===== config.mk =====
export PLATFORM = sky130hd
export DESIGN_NAME = sw_fnd_ctrl
export DESIGN_NICKNAME = d
export VERILOG_FILES = /design/src/rtl/sw_fnd_pkg.sv /design/src/rtl/sw_fnd_dec.sv /design/src/rtl/sw_fnd_ctrl.sv
export SDC_FILE = /design/constraint.sdc
export NUM_CORES = 1
export LEC_CHECK = 0
export CAP_MARGIN = 20
export CORE_MARGIN = 1.5
export CORE_UTILIZATION = 60
export CTS_CLUSTER_DIAMETER = 100
export DETAILED_ROUTE_END_ITERATION = 16
export PLACE_DENSITY = 0.83
export SYNTH_ARGS = -nofsm -noshare
export SYNTH_HDL_FRONTEND = slang
export SYNTH_SLANG_ARGS = --single-unit

===== constraint.sdc =====
create_clock -name clk -period 8.9 [get_ports clk]
set_input_delay 1.335 -clock clk [delete_from_list [all_inputs] [get_ports clk]]
set_output_delay 1.335 -clock clk [all_outputs]
set_load 0.1 [all_outputs]

===== src/rtl/sw_fnd_pkg.sv =====
// Shared constants for the stopwatch FND scan controller: segment codes,
// digit count, blank pattern and a field saturation helper.
package sw_fnd_pkg;

    localparam int unsigned NUM_DIGITS = 4;

    // Active-low segment patterns, bit7 = dp (off), bits[6:0] = g..a
    localparam logic [7:0] FND_OFF = 8'hFF;
    localparam logic [7:0] SEG_0   = 8'hC0;
    localparam logic [7:0] SEG_1   = 8'hF9;
    localparam logic [7:0] SEG_2   = 8'hA4;
    localparam logic [7:0] SEG_3   = 8'hB0;
    localparam logic [7:0] SEG_4   = 8'h99;
    localparam logic [7:0] SEG_5   = 8'h92;
    localparam logic [7:0] SEG_6   = 8'h82;
    localparam logic [7:0] SEG_7   = 8'hF8;
    localparam logic [7:0] SEG_8   = 8'h80;
    localparam logic [7:0] SEG_9   = 8'h90;

    localparam logic [6:0] MAX_FIELD = 7'd99;

    // Digit position: index 0 is the rightmost digit
    typedef enum logic [1:0] {
        DigLoOnes = 2'd0,
        DigLoTens = 2'd1,
        DigHiOnes = 2'd2,
        DigHiTens = 2'd3
    } digit_e;

    // Clamp a field to two decimal digits
    function automatic logic [6:0] sat99(input logic [6:0] v);
        return (v > MAX_FIELD) ? MAX_FIELD : v;
    endfunction

endpackage


===== src/rtl/sw_fnd_dec.sv =====
// BCD to active-low 7-segment decoder (g..a). Codes above 9 blank the digit.
module sw_fnd_dec
    import sw_fnd_pkg::*;
(
    input  logic [3:0] bcd_i,
    output logic [6:0] seg_o
);

    // Pure lookup; dp is handled by the caller
    always_comb begin
        seg_o = FND_OFF[6:0];
        case (bcd_i)
            4'd0:    seg_o = SEG_0[6:0];
            4'd1:    seg_o = SEG_1[6:0];
            4'd2:    seg_o = SEG_2[6:0];
            4'd3:    seg_o = SEG_3[6:0];
            4'd4:    seg_o = SEG_4[6:0];
            4'd5:    seg_o = SEG_5[6:0];
            4'd6:    seg_o = SEG_6[6:0];
            4'd7:    seg_o = SEG_7[6:0];
            4'd8:    seg_o = SEG_8[6:0];
            4'd9:    seg_o = SEG_9[6:0];
            default: seg_o = FND_OFF[6:0];
        endcase
    end

endmodule


===== src/rtl/sw_fnd_ctrl.sv =====
// Four-digit multiplexed FND driver for a stopwatch / clock.
// A prescaler produces a scan tick every CLK_FREQ/SCAN_HZ cycles; each tick
// advances the digit index and registers new fnd_com/fnd_data. Inputs are
// snapshotted once per frame (on the 3 -> 0 wrap) so a frame never tears.
// Optional build macro FND_DOT_BLINK_EN: lights the dp on digit 2 in the
// sec.msec view while the centisecond field is below 50.
module sw_fnd_ctrl
    import sw_fnd_pkg::*;
#(
    parameter int unsigned CLK_FREQ = 100_000_000,
    parameter int unsigned SCAN_HZ  = 1000
) (
    input  logic                  clk,
    input  logic                  rst,
    input  logic                  i_sel,
    input  logic [6:0]            msec,
    input  logic [5:0]            sec,
    input  logic [5:0]            min,
    input  logic [4:0]            hour,
    output logic [NUM_DIGITS-1:0] fnd_com,
    output logic [7:0]            fnd_data
);

    localparam int unsigned DIV   = CLK_FREQ / SCAN_HZ;
    localparam int unsigned CNT_W = (DIV > 1) ? $clog2(DIV) : 1;
    localparam logic [CNT_W-1:0] CNT_MAX = CNT_W'(DIV - 1);

    logic [CNT_W-1:0]      cnt_q, cnt_d;
    digit_e                idx_q, idx_d;
    logic                  sel_q, sel_d;
    logic [6:0]            msec_q, msec_d;
    logic [5:0]            sec_q, sec_d;
    logic [5:0]            min_q, min_d;
    logic [4:0]            hour_q, hour_d;
    logic [NUM_DIGITS-1:0] com_q, com_d;
    logic [7:0]            data_q, data_d;
    logic                  tick;

    logic [6:0] lower, upper;
    logic [6:0] lo_tens, lo_ones, hi_tens, hi_ones;
    logic [3:0] digit_bcd;
    logic [6:0] digit_seg;
    logic       dp;

    // Prescaler, digit index and once-per-frame input snapshot
    always_comb begin
        cnt_d  = cnt_q;
        idx_d  = idx_q;
        sel_d  = sel_q;
        msec_d = msec_q;
        sec_d  = sec_q;
        min_d  = min_q;
        hour_d = hour_q;
        tick   = (cnt_q == CNT_MAX);
        if (tick) begin
            cnt_d = '0;
            idx_d = digit_e'(idx_q + 2'd1);
            if (idx_q == DigHiTens) begin
                sel_d  = i_sel;
                msec_d = msec;
                sec_d  = sec;
                min_d  = min;
                hour_d = hour;
            end
        end else begin
            cnt_d = cnt_q + CNT_W'(1);
        end
    end

    // Pick the digit for the index about to be shown, using the snapshot
    // that will be valid after this tick
    always_comb begin
        lower   = sat99(sel_d ? {1'b0, min_d} : msec_d);
        upper   = sat99(sel_d ? {2'b00, hour_d} : {1'b0, sec_d});
        lo_tens = lower / 7'd10;
        lo_ones = lower % 7'd10;
        hi_tens = upper / 7'd10;
        hi_ones = upper % 7'd10;
        digit_bcd = lo_ones[3:0];
        unique case (idx_d)
            DigLoOnes: digit_bcd = lo_ones[3:0];
            DigLoTens: digit_bcd = lo_tens[3:0];
            DigHiOnes: digit_bcd = hi_ones[3:0];
            DigHiTens: digit_bcd = hi_tens[3:0];
        endcase
`ifdef FND_DOT_BLINK_EN
        dp = ~((idx_d == DigHiOnes) && !sel_d && (lower < 7'd50));
`else
        dp = 1'b1;
`endif
    end

    sw_fnd_dec u_dec (
        .bcd_i (digit_bcd),
        .seg_o (digit_seg)
    );

    // Output registers only move on a tick; held otherwise
    always_comb begin
        com_d  = com_q;
        data_d = data_q;
        if (tick) begin
            com_d  = ~(NUM_DIGITS'(1) << idx_d);
            data_d = {dp, digit_seg};
        end
    end

    // State registers; reset leaves the display dark at index 3 so the
    // first tick wraps to digit 0 and takes a fresh snapshot
    always_ff @(posedge clk or negedge rst) begin
        if (!rst) begin
            cnt_q  <= '0;
            idx_q  <= DigHiTens;
            sel_q  <= 1'b0;
            msec_q <= '0;
            sec_q  <= '0;
            min_q  <= '0;
            hour_q <= '0;
            com_q  <= '1;
            data_q <= FND_OFF;
        end else begin
            cnt_q  <= cnt_d;
            idx_q  <= idx_d;
            sel_q  <= sel_d;
            msec_q <= msec_d;
            sec_q  <= sec_d;
            min_q  <= min_d;
            hour_q <= hour_d;
            com_q  <= com_d;
            data_q <= data_d;
        end
    end

    assign fnd_com  = com_q;
    assign fnd_data = data_q;

endmodule


==> results of run 1 <==
## synthesized netlist by cell type, types with 4 or more instances
library cell,n,share of area [%]
nand2_1,94,8.8
dfrtp_1,42,26
nor2_1,41,3.9
o21ai_0,27,3.4
a21oi_1,21,2.6
clkbuf_1,20,1.9
inv_1,14,1.3
dfstp_2,13,8.5
nand3_1,13,1.6
nor3_1,13,1.6
a211oi_1,11,2.1
mux2i_1,11,2.8
ha_1,10,3.1
mux2_2,9,2.5
nand4_1,8,1.3
xnor2_1,7,1.5
xor2_1,7,1.5
nor4_1,6,0.94
o211ai_1,6,1.1
a22oi_1,5,0.94
a31oi_1,5,0.78
nor2b_1,5,0.78
or2_2,5,0.78
or3_1,5,0.78
o211a_1,4,1.0
o21a_1,4,0.75
o22ai_1,4,0.63
or4_1,4,0.75
## per-stage QoR
stage | util, % | cell area, um2
floorplan | - | 3996
global placement | 68.89 | 4399
detailed placement | 68.89 | 4399
CTS | 70.32 | 4491
global route | 70.32 | 4491
finish | 70.32 | 4491
## layer usage
metal / global-route usage [%] / vias up / wire (um)
met5: 0 / - / 0
li1: - / 1833 / -
met2: 44.30 / 188 / 4397
met1: 43.13 / 1809 / 4544
met3: 4.621 / 23 / 845
met4: 7.918 / 0 / 172
## placed cells by master, fill, tap and decap left out, types with 5 or more instances in the layout
cell type,count
nand2_1,94
dfrtp_1,42
nor2_1,40
clkdlybuf4s50_1,36
o21ai_0,27
a21oi_1,21
inv_1,14
nand3_1,13
nor3_1,13
dfstp_2,13
mux2i_1,11
a211oi_1,11
ha_1,10
mux2_2,9
nand4_1,8
xnor2_1,7
xor2_1,7
o211ai_1,6
nor4_1,6
nor2b_1,5
a22oi_1,5
a31oi_1,5
or2_2,5
or3_1,5
clkbuf_8,5
buf_4,5
## final timing paths
path	startpoint	endpoint	cells after the start
max	cnt_q[9]	fnd_data[3]	18
min	sec_q[2]	sec_q[2]	2
max reg2reg	cnt_q[9]	fnd_data[3]	18
min reg2reg	sec_q[2]	sec_q[2]	2
max in group asynchronous	rst	cnt_q[4]	2
min in group asynchronous	rst	msec_q[1]	2
## flip-flops by register name, summed over array words and instances, names as in the netlist
name and cells:
cnt_q 17, fnd_data 7, sec_q 6, idx_q 2, sel_q 1, msec_q 7
fnd_com 4, hour_q 5, min_q 6
## power groups by stage
stage	combinational, mW	clock, mW	sequential [mW]
detailed placement	0.0510	0	0.259
global placement	0.0509	0	0.259
global route	0.0548	0.155	0.254
CTS	0.0512	0.146	0.254
floorplan	0.0125	0	0.273
finish	0.0512	0.143	0.254
## cells by family (layout without fill, tap and decap cells)
logic type	count (synthesis)	after routing	synth area share [%]
adders and majority gates	10	10	3.131
AOI/OAI and AO/OA	130	130	23.45
DFF	55	55	34.85
other	1	1	0.09384
xor gates and xnor gates	14	14	3.068
muxes	20	20	5.291
buffers and inverters	39	64	3.788
and+or+nand+nor	219	219	26.33
## critical path, cell delays in order, from the launching register on
cell and delay (ns):
dfrtp_1 0.48, nor4bb_1 0.43, nand4_1 0.83, o22ai_1 0.99
o211ai_1 0.25, nand2_1 0.29, mux2_2 0.41, ha_1 0.22
o2111ai_1 0.08, o211ai_1 0.13, o21a_1 0.21, nor3_1 0.23
or3b_2 0.46, o211ai_1 0.19, inv_1 0.15, ha_1 0.30
inv_1 0.04, a31o_2 0.19, a21oi_1 0.11
## area by class of cell
type / instances / area (um2) / area share (%)
Sequential cell: 55 / 1393 / 31.01
Multi-Input combinational cell: 394 / 2455 / 54.67
Inverter: 14 / 52.55 / 1.170
Clock buffer: 5 / 68.82 / 1.532
Tap cell: 77 / 96.34 / 2.145
Clock inverter: 3 / 22.52 / 0.5015
Timing Repair Buffer: 42 / 402.9 / 8.972
==> impl_metrics.json, run 1 <==
{
  "grtUsageTotal_pct": 29.09,
  "syn_area_per_cell_um2": 8.189,
  "die_x_um": 84.61,
  "power_frac_comb_pct": 11.4,
  "grt-ovfl-total": 0,
  "period_minus_slack_ns": 6.070,
  "outcome": "completed",
  "place_inst": 582,
  "antenna_cells": 0,
  "clk_pin_slew_ns": 0.11,
  "syn_area_um2": 3996,
  "grt_pass1_wl_um": 17310,
  "die_h_um": 84.61,
  "cts_setup_buffers": 0,
  "clockRootBuffer": "clkbuf_8",
  "endpoint_kind": "flop",
  "drive_above_1_share_pct": 9.942,
  "power.net_switching_mw": 0.1186,
  "drt-total-wl_um": 9959,
  "fmax_mhz": 164.7,
  "whs_ns": 0.4736,
  "synth_edf_count": 0,
  "yosysSeqAreaShare_pct": 34.85,
  "dpl.hpwl_um": 7096,
  "maxSlewViolCount": 0,
  "avgViaCountPerCell": 6.531,
  "crit_path_max_fanout": 22,
  "wire_per_inst_um": 16.88,
  "h-tree-depth": 2,
  "cts_repair_resize_count": 0,
  "antenna_found_initial": 0,
  "dieArea_um2": 7159,
  "yosysWarnings": 0,
  "final_cells": 590,
  "ys_types": 69,
  "worstPathRequired_ns": 9.15,
  "hold_viol": 0,
  "worstPathArrival_ns": 6.32,
  "ctsHoldBuffers": 0,
  "drtPass1Iterations": 6,
  "clk_latency_ns": 0.31,
  "areaGrowthSynthToFinish_pct": 12.37,
  "sw_frac_of_total_pct": 26.45,
  "fill_cells": 506,
  "worst_slack_ns": 2.830,
  "finalSetupViolCount": 0,
  "vdd_drop_max_mv": 0.08170,
  "clk_path_buf_depth": 2,
  "grt_max_degree": 56,
  "p_int_mw": 0.3296,
  "finalSetupTns_ns": 0,
  "syn_inst": 488,
  "cts_tree": "yes",
  "min_path_type": "reg2reg",
  "nets": 549,
  "ant_nets": 0,
  "min_period_over_period_pct": 68.21,
  "seqPwrFrac_pct": 56.7,
  "drv_cap": 0,
  "p_leak_nw": 1.825,
  "synth_ff_type": "dfrtp_1",
  "numCtsBuffers": 5,
  "initial_core_util_pct": 62.58,
  "gp_congestion": 1.013,
  "power_density_nw_per_um2": 99.81,
  "ys_seq_elements": 55,
  "remaining_drc_errors": 0,
  "pwr-share-clk_pct": 31.9,
  "rrSetupSlack_ns": 2.83,
  "rsz0062_at_grt": "no",
  "rows": 29,
  "max_slew_margin_pct": 30.66,
  "portBuffers": 37,
  "ys_async_sr_fraction_pct": 100.0,
  "worst_slew_pin_slew_ns": 1.033,
  "synth_fp_nets": 525,
  "vias": 3853,
  "grt_pass1_vias": 3573,
  "pre_cts_slack_ns": 2.810,
  "power_mw": 0.4482,
  "worstSetupStartpointType": "flop",
  "core_region_area_um2": 6386,
  "io_pins": 39,
  "finClkSkew_ns": 0.006983,
  "drt_iter0_drc": 344,
  "clock-sinks": 55,
  "crit_type": "reg2reg"
}
(Power assumes the default switching activity.)
==> inputs of run 2 (changes only) <==
--- a/config.mk
+++ b/config.mk
@@ -7,10 +7,10 @@
 export LEC_CHECK = 0
 export CAP_MARGIN = 20
 export CORE_MARGIN = 1.5
-export CORE_UTILIZATION = 60
+export CORE_UTILIZATION = 58
 export CTS_CLUSTER_DIAMETER = 100
 export DETAILED_ROUTE_END_ITERATION = 16
-export PLACE_DENSITY = 0.83
+export PLACE_DENSITY = 0.81
 export SYNTH_ARGS = -nofsm -noshare
 export SYNTH_HDL_FRONTEND = slang
 export SYNTH_SLANG_ARGS = --single-unit
==> constraint.sdc (replaced) <==
create_clock -name clk -period 6.1 [get_ports clk]
set_input_delay 0.915 -clock clk [delete_from_list [all_inputs] [get_ports clk]]
set_output_delay 0.915 -clock clk [all_outputs]
set_load 0.1 [all_outputs]
==> impl_metrics.json, run 2 (synthesis results as in run 1) <==
{
  "crit_path_max_fanout": 10,
  "die_x_um": 86.01,
  "cts_repair_resize_count": 0,
  "critical_path.cell_chain": "nor4bb_1 > nand4_1 > o22ai_1 > o211ai_1 > nand2_1 > mux2_2 > ha_1 > o2111ai_1 > o211ai_1 > o21a_1 > nor3_1 > or3b_2 > o211ai_1 > inv_1 > ha_1 > inv_1 > a31o_2 > a21oi_1",
  "critPathMaxStageDelay_ns": 0.78,
  "clk_path_buf_depth": 2,
  "hold_viol": 0,
  "crit_type": "reg2reg",
  "final_util_pct": 67.19,
  "slowest_stage": "o22ai_1",
  "p_leak_nw": 1.832,
  "clk_pin_slew_ns": 0.11,
  "initial_core_util_pct": 59.48,
  "drtPass1Iterations": 7,
  "clockRootBuffer": "clkbuf_8",
  "min_period_over_period_pct": 91.01,
  "final_cells": 595,
  "grtUsageTotal_pct": 29.03,
  "rsz0062_at_grt": "no",
  "grt_max_degree": 56,
  "worstSetupStartpointType": "flop",
  "finalSetupViolCount": 0,
  "io_pins": 39,
  "numCtsBuffers": 5,
  "maxSlewViolCount": 0,
  "h-tree-depth": 2,
  "dieArea_um2": 7397,
  "drt-total-wl_um": 10330,
  "final_cell_mix": "nand2_1 (94), dfrtp_1 (42), nor2_1 (40)",
  "portBuffers": 37,
  "drt_iter0_drc": 247,
  "min_path_type": "reg2reg",
  "outcome": "completed",
  "wire_per_inst_um": 17.36,
  "whs_ns": 0.4784,
  "ctsHoldBuffers": 0,
  "grt-ovfl-total": 0,
  "power_density_nw_per_um2": 147.3,
  "antenna_found_initial": 0,
  "antenna_cells": 0,
  "fmax_mhz": 180.1,
  "worst_slew_pin_slew_ns": 1.057,
  "worstPathArrival_ns": 5.81,
  "clk_latency_ns": 0.32,
  "avgViaCountPerCell": 6.319,
  "endpoint_kind": "flop",
  "worstPathRequired_ns": 6.36,
  "path_buf_inv": 2,
  "areaGrowthSynthToFinish_pct": 12.96,
  "crit_path_frequent_cell": "o211ai_1",
  "ant_nets": 0,
  "pre_cts_slack_ns": 0.4034,
  "top_register": "cnt_q",
  "largest_reg_flops": 17,
  "crit_family": "compound AO/OA/AOI/OAI gates",
  "grt_pass1_vias": 3552,
  "drive_above_1_share_pct": 10.29,
  "cts_setup_buffers": 0,
  "worst_slack_ns": 0.5486,
  "core_region_area_um2": 6719,
  "finClkSkew_ns": 0.006185,
  "clock-sinks": 55,
  "place_inst": 587,
  "placed_area_um2": 4418,
  "rows": 30,
  "drv_cap": 0,
  "power_mw": 0.6651,
  "vias": 3760,
  "die_h_um": 86.01,
  "final_area_um2": 4514,
  "dpl.hpwl_um": 7639,
  "finalSetupTns_ns": 0,
  "vdd_drop_max_mv": 0.1451,
  "remaining_drc_errors": 0,
  "cts_tree": "yes",
  "nets": 551,
  "period_minus_slack_ns": 5.551,
  "layout_commonest_cell": "nand2_1",
  "gp_congestion": 0.9679,
  "grt_pass1_wl_um": 17240,
  "max_slew_margin_pct": 29.01
}
run 2: where the power goes:
group	switching [mW]	leakage, nW	total, mW	internal [mW]
registers	0.00127	0.577	0.371	0.369
clock network	0.134	0.0463	0.219	0.0847
logic	0.0475	1.21	0.0757	0.0282
total	0.183	1.83	0.665	0.482
run 2: final timing paths:
kind,start,slack (ns),cells past startpoint,end
min in group asynchronous,rst,0.70,2,msec_q[1]
min reg2reg,min_q[0],0.48,2,min_q[0]
max in group asynchronous,rst,4.93,2,cnt_q[5]
max reg2reg,cnt_q[9],0.55,18,fnd_data[3]
min,min_q[0],0.48,2,min_q[0]
max,cnt_q[9],0.55,18,fnd_data[3]
run 2: metal layers:
| metal | up-vias | GRT usage (%) | routed length (um) |
|---|---|---|---|
| li1 | 1830 | - | - |
| met1 | 1768 | 40.71 | 4770 |
| met2 | 148 | 46.96 | 4678 |
| met3 | 14 | 5.005 | 707 |
| met4 | 0 | 6.891 | 172 |
| met5 | - | 0 | 0 |
run 2: cell type report:
| class | count | area (um2) |
|---|---|---|
| Sequential cell | 55 | 1393 |
| Fill cell | 569 | 2205 |
| Timing Repair Buffer | 44 | 417.9 |
| Clock buffer | 5 | 68.82 |
| Tap cell | 80 | 100.1 |
| Inverter | 14 | 52.55 |
| Clock inverter | 3 | 27.53 |
| Multi-Input combinational cell | 394 | 2455 |
run 2: worst min-delay path: stages (launching register included):
cell     delay [ns]
dfrtp_1        0.35
nand2_1        0.05
nand2_1        0.05
